$ cat src/rtl/seq_divider_pkg.sv
// seq_divider_pkg
// Shared definitions for the sequential restoring divider.
// Contents:
//   state_e       - controller states (IDLE, RUN, DONE)
//   DEFAULT_WIDTH - default operand/result width
//   MAX_WIDTH     - widest supported operand width
//   DBZ_QUOTIENT  - all-ones quotient reported on divide-by-zero;
//                   users slice the low WIDTH bits
package seq_divider_pkg;

  typedef enum logic [1:0] {
    IDLE = 2'd0,
    RUN  = 2'd1,
    DONE = 2'd2
  } state_e;

  localparam int DEFAULT_WIDTH = 4;
  localparam int MAX_WIDTH     = 16;

  localparam logic [MAX_WIDTH-1:0] DBZ_QUOTIENT = '1;

endpackage

$ cat src/rtl/seq_divider_full_subtractor.sv
// full_subtractor
// One-bit full subtractor cell. This is the subtract-direction mirror of the
// adder cells. Chained through bin/bout, it forms a ripple-borrow subtractor.
// Ports:
//   a    in  minuend bit
//   b    in  subtrahend bit
//   bin  in  borrow in from the next less significant cell
//   diff out difference bit
//   bout out borrow out to the next more significant cell
module full_subtractor (
  input  logic a,
  input  logic b,
  input  logic bin,
  output logic diff,
  output logic bout
);

  assign diff = a ^ b ^ bin;

  // A borrow is needed when b exceeds a.
  // A borrow is also needed when a equals b and a borrow is already pending.
  assign bout = (~a & b) | (~(a ^ b) & bin);

endmodule

$ cat src/rtl/seq_divider.sv
// seq_divider
// Sequential unsigned restoring divider producing one quotient bit per clock.
// Ports:
//   clk         in  rising-edge clock
//   rst         in  synchronous active-high reset
//   start       in  request strobe, sampled only while idle
//   dividend    in  unsigned numerator, sampled with start
//   divisor     in  unsigned denominator, sampled with start
//   busy        out high from the accepting edge until done
//   done        out one-cycle pulse; results valid that cycle
//   quotient    out result, held until the next accepted start
//   remainder   out result, held until the next accepted start
//   div_by_zero out divide-by-zero flag for the last operation
module seq_divider
  import seq_divider_pkg::*;
#(
  parameter int WIDTH = DEFAULT_WIDTH
) (
  input  logic             clk,
  input  logic             rst,
  input  logic             start,
  input  logic [WIDTH-1:0] dividend,
  input  logic [WIDTH-1:0] divisor,
  output logic             busy,
  output logic             done,
  output logic [WIDTH-1:0] quotient,
  output logic [WIDTH-1:0] remainder,
  output logic             div_by_zero
);

  localparam int CNT_W = $clog2(WIDTH + 1);

  state_e           state_q, state_d;
  logic [CNT_W-1:0] cnt_q, cnt_d;
  // The stored partial remainder is always below the divisor, so WIDTH bits
  // are enough. The extra bit exists only in the transient shifted value.
  logic [WIDTH-1:0] partial_q, partial_d;
  logic [WIDTH-1:0] q_reg_q, q_reg_d;
  logic [WIDTH-1:0] divisor_q, divisor_d;
  logic [WIDTH-1:0] quotient_q, quotient_d;
  logic [WIDTH-1:0] remainder_q, remainder_d;
  logic             dbz_q, dbz_d;
  logic             busy_q, busy_d;
  logic             done_q, done_d;

  logic [WIDTH:0]   shifted;
  logic [WIDTH:0]   trial;
  logic [WIDTH:0]   sub_b;
  logic [WIDTH+1:0] borrow;
  logic             borrow_out;
  logic             last_step;
  logic             trial_msb_unused;

  // Restoring step: bring the next dividend bit into the partial remainder.
  // Then trial-subtract the divisor through a ripple chain of cells.
  assign shifted   = {partial_q, q_reg_q[WIDTH-1]};
  assign sub_b     = {1'b0, divisor_q};
  assign borrow[0] = 1'b0;

  for (genvar i = 0; i <= WIDTH; i++) begin : g_sub
    full_subtractor u_fs (
      .a    (shifted[i]),
      .b    (sub_b[i]),
      .bin  (borrow[i]),
      .diff (trial[i]),
      .bout (borrow[i+1])
    );
  end

  assign borrow_out = borrow[WIDTH+1];
  // When there is no borrow, trial is below the divisor and its top bit is 0.
  assign trial_msb_unused = trial[WIDTH];
  assign last_step = (cnt_q == CNT_W'(WIDTH - 1));

  // State and datapath registers.
  // Reset clears everything, so an aborted run never produces a done pulse.
  always_ff @(posedge clk) begin
    if (rst) begin
      state_q     <= IDLE;
      cnt_q       <= '0;
      partial_q   <= '0;
      q_reg_q     <= '0;
      divisor_q   <= '0;
      quotient_q  <= '0;
      remainder_q <= '0;
      dbz_q       <= 1'b0;
      busy_q      <= 1'b0;
      done_q      <= 1'b0;
    end else begin
      state_q     <= state_d;
      cnt_q       <= cnt_d;
      partial_q   <= partial_d;
      q_reg_q     <= q_reg_d;
      divisor_q   <= divisor_d;
      quotient_q  <= quotient_d;
      remainder_q <= remainder_d;
      dbz_q       <= dbz_d;
      busy_q      <= busy_d;
      done_q      <= done_d;
    end
  end

  // Next-state logic.
  // A zero divisor skips the iteration and reports straight away.
  always_comb begin
    state_d = state_q;
    case (state_q)
      IDLE: begin
        if (start) begin
          state_d = (divisor == '0) ? DONE : RUN;
        end
      end
      RUN: begin
        if (last_step) begin
          state_d = DONE;
        end
      end
      DONE:    state_d = IDLE;
      default: state_d = IDLE;
    endcase
  end

  // Datapath and output logic.
  // Results are captured from the final step's values.
  // Doing so lets them appear in the same cycle as done.
  always_comb begin
    cnt_d       = cnt_q;
    partial_d   = partial_q;
    q_reg_d     = q_reg_q;
    divisor_d   = divisor_q;
    quotient_d  = quotient_q;
    remainder_d = remainder_q;
    dbz_d       = dbz_q;
    case (state_q)
      IDLE: begin
        if (start) begin
          if (divisor == '0) begin
            quotient_d  = DBZ_QUOTIENT[WIDTH-1:0];
            remainder_d = dividend;
            dbz_d       = 1'b1;
          end else begin
            divisor_d = divisor;
            partial_d = '0;
            q_reg_d   = dividend;
            cnt_d     = '0;
          end
        end
      end
      RUN: begin
        cnt_d = cnt_q + CNT_W'(1);
        if (!borrow_out) begin
          partial_d = trial[WIDTH-1:0];
          q_reg_d   = {q_reg_q[WIDTH-2:0], 1'b1};
        end else begin
          partial_d = shifted[WIDTH-1:0];
          q_reg_d   = {q_reg_q[WIDTH-2:0], 1'b0};
        end
        if (last_step) begin
          quotient_d  = q_reg_d;
          remainder_d = partial_d;
          dbz_d       = 1'b0;
        end
      end
      default: ;
    endcase
    busy_d = (state_d == RUN);
    done_d = (state_d == DONE);
  end

  assign busy        = busy_q;
  assign done        = done_q;
  assign quotient    = quotient_q;
  assign remainder   = remainder_q;
  assign div_by_zero = dbz_q;

endmodule

$ cat config.mk
export PLATFORM = sky130hd
export DESIGN_NAME = seq_divider
export DESIGN_NICKNAME = d
export VERILOG_FILES = /design/src/rtl/seq_divider_pkg.sv /design/src/rtl/seq_divider_full_subtractor.sv /design/src/rtl/seq_divider.sv
export SDC_FILE = /design/constraint.sdc
export NUM_CORES = 1
export LEC_CHECK = 0
export ABC_AREA = 1
export ABC_CLOCK_PERIOD_IN_PS = 3300
export CORE_MARGIN = 4
export CORE_UTILIZATION = 35
export CTS_BUF_LIST = sky130_fd_sc_hd__clkbuf_4 sky130_fd_sc_hd__clkbuf_8
export CTS_CLUSTER_SIZE = 12
export DETAILED_ROUTE_END_ITERATION = 6
export PLACE_DENSITY_LB_ADDON = 0.2
export SLEW_MARGIN = 5
export SYNTH_ARGS = -nofsm -noshare
export SYNTH_HDL_FRONTEND = slang
export SYNTH_SLANG_ARGS = --single-unit
$ cat constraint.sdc
create_clock -name clk -period 3.3 [get_ports clk]
set_input_delay 0.495 -clock clk [delete_from_list [all_inputs] [get_ports clk]]
set_output_delay 0.495 -clock clk [all_outputs]
set_load 0.1 [all_outputs]
==> impl_metrics.env <==
export IMPL_cts_buffers=3
export IMPL_ant_nets=0
export IMPL_grt_overflow=0
export IMPL_cts_buffer_depth=2
export IMPL_vias=1239
export IMPL_clkSinkCount=28
export IMPL_ys_types=21
export IMPL_cts_tree="yes"
export IMPL_dieWidth_um=71.4
export IMPL_swShare_pct=33.2
export IMPL_fin_tns_setup_ps=0
export IMPL_grt_pass1_wl_um=5390
export IMPL_ys_ff_latch=28
export IMPL_grt_max_degree=21
export IMPL_final_setup_worst_slack_ps=786
export IMPL_synth_compound_area_share_pct=11.6
export IMPL_combPwrFrac_pct=25.8
export IMPL_relSlewSlack_pct=35.4
export IMPL_place_congestion=0.844
export IMPL_synth_xor_area_share_pct=0
export IMPL_layout_drive_gt1_share_pct=5.07
export IMPL_dr_pass1_iters=4
export IMPL_via_per_inst=4.68
export IMPL_dieArea_um2=5090
export IMPL_holdBufCountCts=0
export IMPL_min_from="cnt_q[0]$_SDFFE_PP0P_"
export IMPL_rows=22
export IMPL_finalSetupViolCount=0
export IMPL_worstSetupEndpointType="flop"
export IMPL_final_common_cell="nand2_1"
export IMPL_h_tree_depth=1
export IMPL_clock_skew_ps=6.95
export IMPL_syn_nets=215
export IMPL_cap_violations=0
export IMPL_r2r_start="q_reg_q[3]$_SDFFE_PP0P_"
export IMPL_place_area_um2=1640
export IMPL_antenna_found_initial=0
export IMPL_layout_min_cycle_time_ps=2510
export IMPL_startpoint_type="flop"
export IMPL_num_fill_cells=402
export IMPL_synthSimpleGateAreaFrac_pct=30.8
export IMPL_die_h_um=71.4
export IMPL_syn_area_per_cell_um2=7.10
export IMPL_synthMuxAreaShare_pct=0
export IMPL_timing_fmax_mhz=398
export IMPL_drc=0
export IMPL_layout_common_cells="nand2_1, nand3_1, dfxtp_1"
export IMPL_startpoint="q_reg_q[3]$_SDFFE_PP0P_"
export IMPL_clk_pin_slew_ps=90
export IMPL_synth_cells=198
export IMPL_synthToLayoutAreaGrowth_pct=20.7
export IMPL_antennaDiodeCount=0
export IMPL_grt_setup_unrepaired="no"
export IMPL_seqCellArea_um2=561
export IMPL_track_usage_pct=13.0
export IMPL_power_frac_clock_pct=27.0
export IMPL_final_util_pct=45.0
export IMPL_io_buffers=21
export IMPL_hold_viol=0
export IMPL_crit_fanout=12
export IMPL_cts_setup_buffers=0
export IMPL_nets=235
export IMPL_pre_cts_ws_ps=847
export IMPL_cts_root_buf="clkbuf_8"
export IMPL_hold_class="reg2reg"
export IMPL_power_w=0.000790
export IMPL_clk_latency_ps=280
export IMPL_crit_arrival_ps=2720
export IMPL_worst_pin_slew_ps=965
export IMPL_yosys_warnings=0
export IMPL_drtIter0Drc=84
export IMPL_post_route_period_util_pct=76.2
export IMPL_yosysSeqAreaShare_pct=39.9
export IMPL_critPathKind="reg2reg"
export IMPL_drt_wirelength_per_cell_um=11.6
export IMPL_peakVddDrop_mv=0.197
export IMPL_postCtsResizedCells=0
export IMPL_drt_wl_total_um=3070
export IMPL_required_ps=3510
export IMPL_cell_internal_pwr_w=0.000528
export IMPL_synth_area_um2=1410
export IMPL_design_area_um2=1700
export IMPL_synth_top_family_by_area="simple AND/OR/NAND/NOR gates"
export IMPL_grt_pass1_vias=1222
export IMPL_start_util_pct=37.3
export IMPL_io_pins=22
export IMPL_powerDensity_nw_per_um2=466
export IMPL_hpwlAfterDp_um=2240
export IMPL_core_area_um2=3770
export IMPL_maxSlewViolCount=0
export IMPL_p_sw_w=0.000262
export IMPL_seqPwrFrac_pct=47.2
export IMPL_status="finished clean"
export IMPL_synth_adder_area_share_pct=6.95
export IMPL_multiInputGateArea_um2=693
export IMPL_p_leak_nw=0.743
## per-stage QoR
step / cells / hold WS [ps]
after floorplan: 198 / 434
after global placement: 261 / 445
after detailed placement: 261 / 451
after CTS: 265 / 472
after global routing: 265 / 493
final: 265 / 471
## cell usage after synthesis
master | number | area [um^2]
buf_4 | 1 | 7.51
inv_2 | 2 | 7.51
buf_2 | 4 | 20.0
inv_1 | 26 | 97.6
nand2_1 | 45 | 169
fa_1 | 3 | 60.1
nand3_1 | 28 | 140
o21bai_1 | 3 | 22.5
nor2_4 | 2 | 22.5
ha_1 | 3 | 37.5
nand4_1 | 3 | 18.8
nor2_1 | 16 | 60.1
a21oi_1 | 19 | 95.1
o21ai_0 | 9 | 45.0
buf_1 | 1 | 3.75
buf_6 | 1 | 11.3
nand2_2 | 1 | 6.26
or2_1 | 1 | 6.26
dfxtp_1 | 28 | 561
nand3_2 | 1 | 10.0
clkinv_1 | 1 | 3.75
## worst max-delay path, stage by stage (launching register included)
cell and delay, ps:
dfxtp_1 370, inv_1 70, ha_1 190, fa_1 380, fa_1 390, fa_1 390
nand2_1 290, nand2_1 80, o21ai_0 90, nand2_1 70, a21oi_1 140
## area by class of cell
type | instances | share of cell area (%)
sequential | 28 | 33.1
tap | 48 | 3.54
timing repair buffer | 22 | 12.8
clock buffer | 4 | 3.25
multi-input combinational | 134 | 40.9
inverter | 29 | 6.42
## power by group through the flow
stage | sequential, W | combinational, W | clock, W
2_1_floorplan | 0.000412 | 0.000125 | 0
3_3_place_gp | 0.000380 | 0.000204 | 0
3_5_place_dp | 0.000381 | 0.000202 | 0
4_1_cts | 0.000373 | 0.000204 | 0.000223
5_1_grt | 0.000377 | 0.000230 | 0.000230
6_report | 0.000373 | 0.000204 | 0.000213
## per-layer routing
metal  vias up  share of wire [%]  track usage [%]
li1        668                  -                -
met1       542                 48             16.7
met2        23                 47             21.3
met3         6                4.2             3.37
met4         0                1.4             3.97
met5         -                  0                0
## cells by family (layout without fill, tap and decap cells)
logic type      Yosys count  after routing
simple gates             97             97
fa+ha+maj                 6              6
buf+inv                  36             55
flops                    28             28
compound gates           31             31
## worst paths after layout
check / to / slack [ps] / cells after the start
max: partial_q[0]$_SDFFE_PP0P_ / 790 / 10
min: cnt_q[0]$_SDFFE_PP0P_ / 470 / 1
max reg2reg: partial_q[0]$_SDFFE_PP0P_ / 790 / 10
min reg2reg: cnt_q[0]$_SDFFE_PP0P_ / 470 / 1
## registers in the layout, summed over array words and instances (netlist names)
register and cells:
done 1, busy 1, partial_q 4, divisor_q 4, div_by_zero 1, quotient 4
state_q 2, cnt_q 3, q_reg_q 4, remainder 4
Power figures use the tool's default switching activity.
